File: src/rtl/nibble_serial_add_pkg.sv
// Shared definitions for the nibble-serial adder: sequencer state encoding and nibble width.
package nibble_serial_add_pkg;

  localparam int unsigned NIBBLE_W = 4;

  typedef enum logic [1:0] {
    StIdle = 2'd0,
    StRun  = 2'd1,
    StDone = 2'd2
  } state_e;

  // Index counter width for a given nibble count; never narrower than one bit.
  function automatic int unsigned idx_width(input int unsigned nibbles);
    return (nibbles > 1) ? $clog2(nibbles) : 1;
  endfunction

endpackage

File: src/rtl/nibble_serial_add_nibble_add.sv
// Purely combinational 4-bit ripple adder with carry-in and carry-out.
module nibble_add
  import nibble_serial_add_pkg::*;
(
  input  logic [NIBBLE_W-1:0] a_i,
  input  logic [NIBBLE_W-1:0] b_i,
  input  logic                ci_i,
  output logic [NIBBLE_W-1:0] s_o,
  output logic                co_o
);

  logic [NIBBLE_W:0] c;

  // Ripple the carry bit by bit through the nibble.
  always_comb begin
    c    = '0;
    s_o  = '0;
    c[0] = ci_i;
    for (int i = 0; i < NIBBLE_W; i++) begin
      s_o[i]  = a_i[i] ^ b_i[i] ^ c[i];
      c[i+1]  = (a_i[i] & b_i[i]) | (c[i] & (a_i[i] ^ b_i[i]));
    end
    co_o = c[NIBBLE_W];
  end

endmodule

File: src/rtl/nibble_serial_add.sv
// WIDTH-bit adder built by time-sharing one 4-bit adder, least-significant nibble first.
// Optional feature: define SUBTRACT_EN to add a 'sub' input that turns the operation into a - b.
module nibble_serial_add
  import nibble_serial_add_pkg::*;
#(
  parameter int unsigned WIDTH = 16
) (
  input  logic             clk,
  input  logic             rst,
  input  logic             start,
  input  logic [WIDTH-1:0] a,
  input  logic [WIDTH-1:0] b,
  input  logic             c_in,
`ifdef SUBTRACT_EN
  input  logic             sub,
`endif
  output logic             ready,
  output logic             busy,
  output logic             done,
  output logic [WIDTH-1:0] sum,
  output logic             c_out
);

  localparam int unsigned NIBBLES = WIDTH / NIBBLE_W;
  localparam int unsigned IdxW    = idx_width(NIBBLES);
  localparam logic [IdxW-1:0] LastIdx = IdxW'(NIBBLES - 1);

  state_e            state_q;
  logic [WIDTH-1:0]  a_q;
  logic [WIDTH-1:0]  b_q;
  logic [WIDTH-1:0]  sum_q;
  logic [IdxW-1:0]   idx_q;
  logic              carry_q;
  logic              c_out_q;
  logic              ready_q;
  logic              busy_q;
  logic              done_q;

  logic [WIDTH-1:0]    b_cap;
  logic                carry_cap;
  logic [NIBBLE_W-1:0] a_nib;
  logic [NIBBLE_W-1:0] b_nib;
  logic [NIBBLE_W-1:0] s_nib;
  logic                co_nib;

  // Operand conditioning at capture: subtraction is a + ~b + 1.
  always_comb begin
    b_cap     = b;
    carry_cap = c_in;
`ifdef SUBTRACT_EN
    if (sub) begin
      b_cap     = ~b;
      carry_cap = 1'b1;
    end
`endif
  end

  // Select the operand nibbles for the current pass.
  always_comb begin
    a_nib = a_q[idx_q*NIBBLE_W +: NIBBLE_W];
    b_nib = b_q[idx_q*NIBBLE_W +: NIBBLE_W];
  end

  nibble_add u_nibble_add (
    .a_i  (a_nib),
    .b_i  (b_nib),
    .ci_i (carry_q),
    .s_o  (s_nib),
    .co_o (co_nib)
  );

  // Sequencer: capture operands, run one nibble per cycle, pulse done; outputs are registered.
  always_ff @(posedge clk) begin
    if (rst) begin
      state_q <= StIdle;
      a_q     <= '0;
      b_q     <= '0;
      sum_q   <= '0;
      idx_q   <= '0;
      carry_q <= 1'b0;
      c_out_q <= 1'b0;
      ready_q <= 1'b1;
      busy_q  <= 1'b0;
      done_q  <= 1'b0;
    end else begin
      unique case (state_q)
        StIdle: begin
          if (start) begin
            a_q     <= a;
            b_q     <= b_cap;
            carry_q <= carry_cap;
            idx_q   <= '0;
            state_q <= StRun;
            ready_q <= 1'b0;
            busy_q  <= 1'b1;
          end
        end
        StRun: begin
          sum_q[idx_q*NIBBLE_W +: NIBBLE_W] <= s_nib;
          carry_q <= co_nib;
          if (idx_q == LastIdx) begin
            // Final carry goes straight to the held output so it is valid with done.
            c_out_q <= co_nib;
            state_q <= StDone;
            busy_q  <= 1'b0;
            done_q  <= 1'b1;
          end else begin
            idx_q <= idx_q + 1'b1;
          end
        end
        StDone: begin
          state_q <= StIdle;
          done_q  <= 1'b0;
          ready_q <= 1'b1;
        end
        default: begin
          state_q <= StIdle;
          ready_q <= 1'b1;
          busy_q  <= 1'b0;
          done_q  <= 1'b0;
        end
      endcase
    end
  end

  assign ready = ready_q;
  assign busy  = busy_q;
  assign done  = done_q;
  assign sum   = sum_q;
  assign c_out = c_out_q;

endmodule

File: config.mk
export PLATFORM = sky130hd
export DESIGN_NAME = nibble_serial_add
export DESIGN_NICKNAME = d
export VERILOG_FILES = /design/src/rtl/nibble_serial_add_pkg.sv /design/src/rtl/nibble_serial_add_nibble_add.sv /design/src/rtl/nibble_serial_add.sv
export SDC_FILE = /design/constraint.sdc
export NUM_CORES = 1
export LEC_CHECK = 0
export ABC_AREA = 1
export CAP_MARGIN = 25
export CORE_MARGIN = 2
export CORE_UTILIZATION = 25
export DETAILED_ROUTE_END_ITERATION = 8
export GPL_TIMING_DRIVEN = 0
export PLACE_DENSITY = 0.45
export SLEW_MARGIN = 20
export SYNTH_ARGS = -nofsm -noshare
export SYNTH_HDL_FRONTEND = slang
export SYNTH_SLANG_ARGS = --single-unit
File: constraint.sdc
create_clock -name clk -period 4.01 [get_ports clk]
set_input_delay 0.802 -clock clk [delete_from_list [all_inputs] [get_ports clk]]
set_output_delay 0.802 -clock clk [all_outputs]
set_load 0.05 [all_outputs]
Word level (Yosys, flattened, before mapping)
Cells that the tools add are included.
Widths: inputs -> output; s select.
{"block": "classes", "add_sub_neg": 2, "n_mux": 16, "shifts": 4, "n_eq_ne": 6, "n_mul": 0, "bitwise_logic": 23, "n_div": 0, "order_cmp": 0, "n_reduce_logical": 10}
{"op": "$neg 4->34", "count": 1}
{"op": "$shift 4x34->16 const A", "count": 1}
{"op": "$shiftx 4x34->16", "count": 1}
{"op": "$shiftx 16x5->4", "count": 2}
{"op": "$bwmux 16", "count": 1}
{"op": "$reduce_and 2->1", "count": 6}
{"op": "$and 1x1->1", "count": 8}
{"op": "$mux 2", "count": 4}
{"op": "$pmux 2 s2", "count": 2}
{"op": "$xor 1x1->1", "count": 8}
{"op": "$ne 2x2->1 const B", "count": 3}
{"op": "$pmux 1 s2", "count": 3}
{"op": "$reduce_and 3->1", "count": 2}
{"op": "$mux 1", "count": 5}
{"op": "$eq 2x2->1 const B", "count": 2}
{"op": "$or 1x1->1", "count": 4}
{"op": "$not 1->1", "count": 3}
{"op": "$pmux 1 s3", "count": 1}
{"op": "$add 2x1->2 const B", "count": 1}
{"op": "$eq 2x1->1 const B", "count": 1}
{"op": "$logic_not 2->1", "count": 1}
{"op": "$reduce_bool 2->1", "count": 1}
{"block": "totals", "latch_bits": 0, "reg_bits": 57, "out_inout_bits": 20, "input_bits": 36, "mem_bits_ro": 0, "elab_cells": 71, "n_memories": 0, "ram_bits": 0}

Logic depth before layout (Yosys ltp)
Gate-level depths: netlist of the first run.
{"block": "depth", "depth_word": 11, "ltp_mapped": 14, "depth_no_buf": 13}

Modules after synthesis
From an unflattened synthesis of the first run, not the netlist that was laid out.
{"block": "unflattened", "cells_unflattened": 348, "hier_area_um2": 2502.4}
{"module": "nibble_serial_add", "seq_area_each_um2": 1141.1, "cells_each": 334, "area_each_um2": 2384.8, "n_inst": 1}
{"module": "nibble_add", "seq_area_each_um2": 0.0, "cells_each": 14, "area_each_um2": 117.6, "n_inst": 1}

Least setup slack after synthesis of the first run
No wires, ideal clock.
{"block": "synth_path", "path_kind": "register to register", "startpoint": "register idx_q[0]", "endpoint": "register sum_q[7] (netlist: sum[7])", "path_buffers": 2, "setup_slack_ns": 1.189, "t_required_ns": 3.882, "setup_ns": 0.128, "path_stages_with_launch": 15, "arrival_time_ns": 2.693, "synth_period_minus_slack_ns": 2.821, "cell_sequence": "dfxtp_1 > buf_2 > clkbuf_1 > o21ai_0 > nor2_1 > a21oi_1 > fa_1 > fa_1 > inv_1 > fa_1 > fa_1 > nand3_1 > nor2_1 > nor2_1 > nor2_1"}
{"block": "synth_via", "elab_chain_cells": 11, "elab_cells_between_ends": 23, "cone_classes": "1 x add/sub; 4 x shift; 1 x mux; 17 x bitwise"}
{"element": "start: declaration", "line": "nibble_serial_add.sv:32", "source": "logic [IdxW-1:0] idx_q;"}
{"element": "start signal: assignment", "line": "nibble_serial_add.sv:108", "source": "idx_q <= idx_q + 1'b1;"}
{"element": "$shiftx 16x5->4, on equally long branches", "line": "nibble_serial_add.sv:60, nibble_serial_add.sv:61"}
{"element": "$xor 1x1->1", "line": "nibble_serial_add_nibble_add.sv:20, nibble_serial_add_nibble_add.sv:21"}
{"element": "$and 1x1->1", "line": "nibble_serial_add_nibble_add.sv:21", "source": "c[i+1] = (a_i[i] & b_i[i]) | (c[i] & (a_i[i] ^ b_i[i]));"}
{"element": "$or 1x1->1", "line": "nibble_serial_add_nibble_add.sv:21"}
{"element": "$and 1x1->1", "line": "nibble_serial_add_nibble_add.sv:21"}
{"element": "$or 1x1->1", "line": "nibble_serial_add_nibble_add.sv:21"}
{"element": "$and 1x1->1", "line": "nibble_serial_add_nibble_add.sv:21"}
{"element": "$or 1x1->1", "line": "nibble_serial_add_nibble_add.sv:21"}
{"element": "$xor 1x1->1", "line": "nibble_serial_add_nibble_add.sv:20", "source": "s_o[i] = a_i[i] ^ b_i[i] ^ c[i];"}
{"element": "$shiftx 4x34->16", "line": "nibble_serial_add.sv:99", "source": "sum_q[idx_q*NIBBLE_W +: NIBBLE_W] <= s_nib;"}
{"element": "$bwmux 16 *", "line": "nibble_serial_add.sv:99"}
{"element": "end signal: indexed assignment", "line": "nibble_serial_add.sv:99"}
{"element": "end: declaration", "line": "nibble_serial_add.sv:31", "source": "logic [WIDTH-1:0] sum_q;"}
Mark *: on every way between the ends. The rest lies on a longest branch, timed or not.
A chain may end at the register's enable or synchronous reset.

Worst setup path after layout of the first run
Same ends and word-level chain as after synthesis.

==> flow_summary.toml, run 1 <==
[synthesis]
synth_nets = 415
avgSynthCellArea_um2 = 7.100
yosys_register_bits = 57
yosys_most_used_dff = "dfxtp_1"
synth.cell_area_um2 = 2620
synth_edf_count = 0
netlist_top_cells_area = "dfxtp_1, nor2_1, o21ai_0, nand2_1, inv_1"
synth.distinct_cells = 24
synth_top_cell_by_area = "dfxtp_1"
yosysWarnings = 0
synthCells = 369
synth_top_cell_area_share_pct = 43.55
yosysSeqAreaShare_pct = 43.55
async_flop_share_pct = 0

[clocking]
cts_sinks = 57
cts_root_buf = "clkbuf_8"
clk_pin_slew_ns = 0.07
cts_tree = "yes"
htreeDepth = 3
post_cts_buffers = 0
ctsResizeCount = 0
cts_made_buffers = 9
worst_skew_pair.late_latency_ns = 0.35
cts-hold-fix-buffers = 0
clk_path_buf_depth = 2

[critical_path]
end_kind = "flip-flop"
cp_max_fo = 10
setup.worst_path.start = "idx_q[0]$_SDFFE_PP0P_"
r2r_start = "idx_q[0]$_SDFFE_PP0P_"
crit_required_ns = 4.24
critPathArrivalTime_ns = 3.50
critPathKind = "reg -> reg"
start_kind = "flip-flop"

[floorplanning]
start_util_pct = 25.61
ioPinCount = 56
die_y_um = 106.4
die_x_um = 106.4
fp.coreArea_um2 = 10230
placementRows = 37
dieArea_um2 = 11310

[place]
io_buffer_count = 55
gp_congestion = 0.7818
dp_hpwl_mm = 5.198
dp.cells = 560
dpl_cell_area_um2 = 3341

[cells_and_area]
finalNonFillerCells = 576
stdcell_area_um2 = 3515
n_antenna_cell = 0
drive_above_1_share_pct = 7.045
finalNetCount = 481
synthToLayoutAreaGrowth_pct = 34.15

[power]
p_total_uw = 1406
p_sw_share_pct = 30.41
leakage_uw = 0.001494
switchingPower_uw = 427.6
pwr-share-comb_pct = 21.3
p_int_uw = 978.7
pwr-share-seq_pct = 44.3
clockPowerShare_pct = 34.5
p_per_area_nw_per_um2 = 400.1
peakVddDrop_mv = 0.1072

[job]
max_cap_viol_count = 0

[drt]
ant_nets = 0
drc = 0
avgViaCountPerCell = 4.234
initialDrtViolationCount = 80
wl_mm = 6.950
routed-via-count = 2439
drt-pass1-iter-count = 4
wl_per_cell_um = 12.07

[grt]
grt_pass1_vias = 2334
grt_usage_pct = 13.57
grt_max_degree = 13
grt_pass1_wl_mm = 11.76
antenna_found_initial = 0
grt_overflow = 0

[timing]
relSlewSlack_pct = 66.88
tightestPinTransition_ns = 0.4952
finClkSkew_ns = 0.009384
timing.fmax_mhz = 305.5
fin_crit_sh_pct = 81.63
finalSetupTns_ns = 0
rsz0062_at_grt = "no"
hold_viol = 0
period_needed_ns = 3.273
setup_viol = 0
finalMaxSlewViolations = 0

[worst_hold_path]
worstHoldPathType = "reg -> reg"
hold_start = "a_q[1]$_SDFFE_PP0P_"

[status]
status = "finished clean"
[critical path: stages (launching register included)]
cell and delay, ns:
dfxtp_1 0.39, buf_2 0.21, clkbuf_1 0.35, o21ai_0 0.13
nor2_1 0.13, a21oi_1 0.08, fa_1 0.42, fa_1 0.36
inv_1 0.08, fa_1 0.19, fa_1 0.47, nand3_1 0.15
nor2_1 0.07, nor2_1 0.09, nor2_1 0.04
[power groups by stage]
| stage | sequential [uW] | clock, uW | combinational, uW |
|---|---|---|---|
| 6_report | 623 | 485 | 299 |
| 2_1_floorplan | 656 | 0 | 170 |
| 4_1_cts | 623 | 497 | 303 |
| 3_5_place_dp | 635 | 0 | 302 |
| 5_1_grt | 626 | 530 | 341 |
| 3_3_place_gp | 635 | 0 | 300 |
[metrics by stage]
step                      hold slack [ns]  utilization [%]  setup WS [ns]
after floorplan                    0.4241                -          1.189
after global placement             0.4356            32.65         0.7595
after detailed placement           0.4421            32.65         0.7381
after CTS                          0.4510            34.35         0.7268
after global routing               0.4742            34.35         0.4500
final                              0.4503            34.35         0.7367
[cells in the final DEF (no fill, tap or decap), types with 6 or more instances in the layout]
master,instances
ha_1,6
inv_1,32
o21ai_0,45
clkdlybuf4s50_1,55
nand2_1,41
clkbuf_1,9
a21oi_1,18
dfxtp_1,57
nor2_1,112
nand3_1,8
o21ai_1,14
clkbuf_8,11
[layer usage]
metal / track usage, % / wire, um / up-vias
li1: - / - / 1303
met1: 17.96 / 3484 / 1064
met2: 20.56 / 2972 / 62
met3: 3.801 / 353 / 10
met4: 5.921 / 139 / 0
met5: 0 / 0 / -
[cells by family (layout without fill, tap and decap cells)]
family | count (synthesis) | after routing | share of synthesized area [%]
flops | 57 | 57 | 43.55
buf+inv | 53 | 124 | 9.313
compound gates | 81 | 81 | 15.66
fa+ha+maj | 10 | 10 | 5.922
simple gates | 168 | 168 | 25.55
[final cells by class]
class / instances / area [um2]
Clock inverter: 3 / 15.01
Sequential cell: 57 / 1141
Multi-Input combinational cell: 259 / 1235
Inverter: 36 / 137.6
Fill cell: 1124 / 6716
Tap cell: 136 / 170.2
Clock buffer: 13 / 158.9
Buffer: 17 / 106.4
Timing Repair Buffer: 55 / 550.5
[cells in the mapped netlist (4+ instances only)]
library cell	count
clkbuf_1	7
o22ai_1	4
buf_6	4
nand3_1	8
inv_1	32
buf_2	4
o21ai_1	14
ha_1	6
nor2_1	112
o21ai_0	45
a21oi_1	18
nand2_1	41
dfxtp_1	57
fa_1	4
[flip-flops by register name, summed over array words and instances, names as in the netlist]
signal / flops
c_out: 1
state_q: 2
ready: 1
a_q: 16
sum: 16
b_q: 16
busy: 1
idx_q: 2
carry_q: 1
done: 1
[final timing paths]
check | slack, ns | endpoint | cells past startpoint
min reg2reg | 0.45 | a_q[1]$_SDFFE_PP0P_ | 2
max reg2reg | 0.74 | sum[7]$_SDFFE_PP0P_ | 14
max | 0.74 | sum[7]$_SDFFE_PP0P_ | 14
min | 0.45 | a_q[1]$_SDFFE_PP0P_ | 2
No activity file was read; power rests on OpenSTA's default activity.
==> inputs of run 2 (changes only) <==
- PLACE_DENSITY: 0.45 -> 0.47
- clock period: 4.01 -> 2.6 ns (I/O delays scaled with it)
==> run 2 against run 1 <==
Against the previous run: the flow now finishes with violations (setup timing); first-iteration DRC count decreased by 2.5%; flip-flop and latch count is the same; sequential share of layout area shrank 0.94 points; combinational power up 68%; largest power group unchanged; critical endpoint unchanged; total power up 56%.
==> flow_summary.toml, run 2 (synthesis results as in run 1) <==
[worst_hold_path]
worstHoldPathType = "reg -> reg"
worst_hold_path.num_cells = 2

[timing]
finalSetupTns_ns = -0.1476
rsz0062_at_grt = "yes"
period_needed_ns = 2.684
finalMaxSlewViolations = 0
hold_viol = 0
timing.fmax_mhz = 372.5
tightestPinTransition_ns = 0.5068
finClkSkew_ns = 0.008561
timing.hold.ws_ns = 0.4495
setup_slack_ns = -0.08432
relSlewSlack_pct = 66.11
setup_viol = 4
fin_crit_sh_pct = 103.2

[cells_and_area]
finalNetCount = 485
n_antenna_cell = 0
synthToLayoutAreaGrowth_pct = 39.06
drive_above_1_share_pct = 12.39
finalNonFillerCells = 580
layout_commonest_cell = "nor2_1"
final_cell_mix = "nor2_1, dfxtp_1, clkdlybuf4s50_1"
stdcell_area_um2 = 3643

[status]
violations = "setup timing"
status = "finished, violations left"

[critical_path]
end_kind = "flip-flop"
critPathKind = "reg -> reg"
crit_required_ns = 2.81
start_kind = "flip-flop"
critPathArrivalTime_ns = 2.90
worst_r2r_path_depth = 13
cp_max_fo = 8

[place]
pre_cts_ws_ns = -0.4391
dp_hpwl_mm = 5.294
dpl_cell_area_um2 = 3364
dp.cells = 560
io_buffer_count = 55
gp_congestion = 0.7954

[clocking]
htreeDepth = 3
clk_path_buf_depth = 2
cts_root_buf = "clkbuf_8"
worst_skew_pair.late_latency_ns = 0.34
cts_tree = "yes"
cts_made_buffers = 9
cts_sinks = 57
cts-hold-fix-buffers = 0
clk_pin_slew_ns = 0.06

[floorplanning]
dieArea_um2 = 11310
start_util_pct = 25.61
ioPinCount = 56
die_y_um = 106.4
die_x_um = 106.4
placementRows = 37
fp.coreArea_um2 = 10230

[drt]
avgViaCountPerCell = 4.329
wl_per_cell_um = 12.10
initialDrtViolationCount = 78
drc = 0
routed-via-count = 2511
wl_mm = 7.020
ant_nets = 0
drt-pass1-iter-count = 4

[grt]
grt_overflow = 0
grt_usage_pct = 13.31
grt_pass1_vias = 2410
antenna_found_initial = 0
grt_pass1_wl_mm = 11.61
grt_max_degree = 13

[power]
p_per_area_nw_per_um2 = 604.0
peakVddDrop_mv = 0.2503
leakage_uw = 0.001524

[job]
max_cap_viol_count = 0
-- run 2: path summary, 6_finish.rpt --
check                        start                   to  slack (ns)
max          idx_q[0]$_SDFFE_PP0P_  sum[7]$_SDFFE_PP0P_       -0.08
min            b_q[1]$_SDFFE_PP0P_  b_q[1]$_SDFFE_PP0P_        0.45
max reg2reg  idx_q[0]$_SDFFE_PP0P_  sum[7]$_SDFFE_PP0P_       -0.08
min reg2reg    b_q[1]$_SDFFE_PP0P_  b_q[1]$_SDFFE_PP0P_        0.45
-- run 2: timing repair --
item                                    CTS  global route
buffers inserted                          5             0
resized for setup                        20             8
endpoints found under the setup margin   10             7
cloned                                    0             0
pin swaps                                 9             3
-- run 2: final cells by class --
class | instances | area (um2)
Buffer | 16 | 128.9
Clock buffer | 13 | 158.9
Clock inverter | 3 | 15.01
Fill cell | 1121 | 6588
Inverter | 36 | 146.4
Multi-Input combinational cell | 259 | 1287
Sequential cell | 57 | 1149
Tap cell | 136 | 170.2
Timing Repair Buffer | 60 | 588.1
-- run 2: report_power, final --
| group | internal (uW) | switching, uW | total (uW) |
|---|---|---|---|
| clock network | 393 | 342 | 736 |
| registers | 931 | 32.5 | 963 |
| logic | 213 | 288 | 501 |
-- run 2: critical path: stages (launching register included) --
cell     delay (ns)
dfxtp_4        0.40
buf_8          0.14
o21ai_2        0.06
nor2_2         0.17
a21oi_4        0.05
fa_2           0.36
fa_2           0.34
inv_2          0.07
fa_2           0.20
fa_2           0.47
nand3_2        0.11
nor2_1         0.06
nor2_1         0.10
nor2_1         0.04
-- run 2: per-stage QoR --
step	utilization [%]	power [uW]
global route	35.61	2329
global placement	32.88	1451
finish	35.61	2201
detailed placement	32.88	1456
CTS	35.37	2225
floorplan	-	1281
-- run 2: metal layers --
layer	part of all wire, %	GRT usage (%)	wire, um	up-vias
li1	-	-	-	1312
met2	47	21.20	3277	62
met4	0.90	4.887	63	0
met3	5.3	4.537	375	5
met1	47	16.62	3303	1132
met5	0	0	0	-
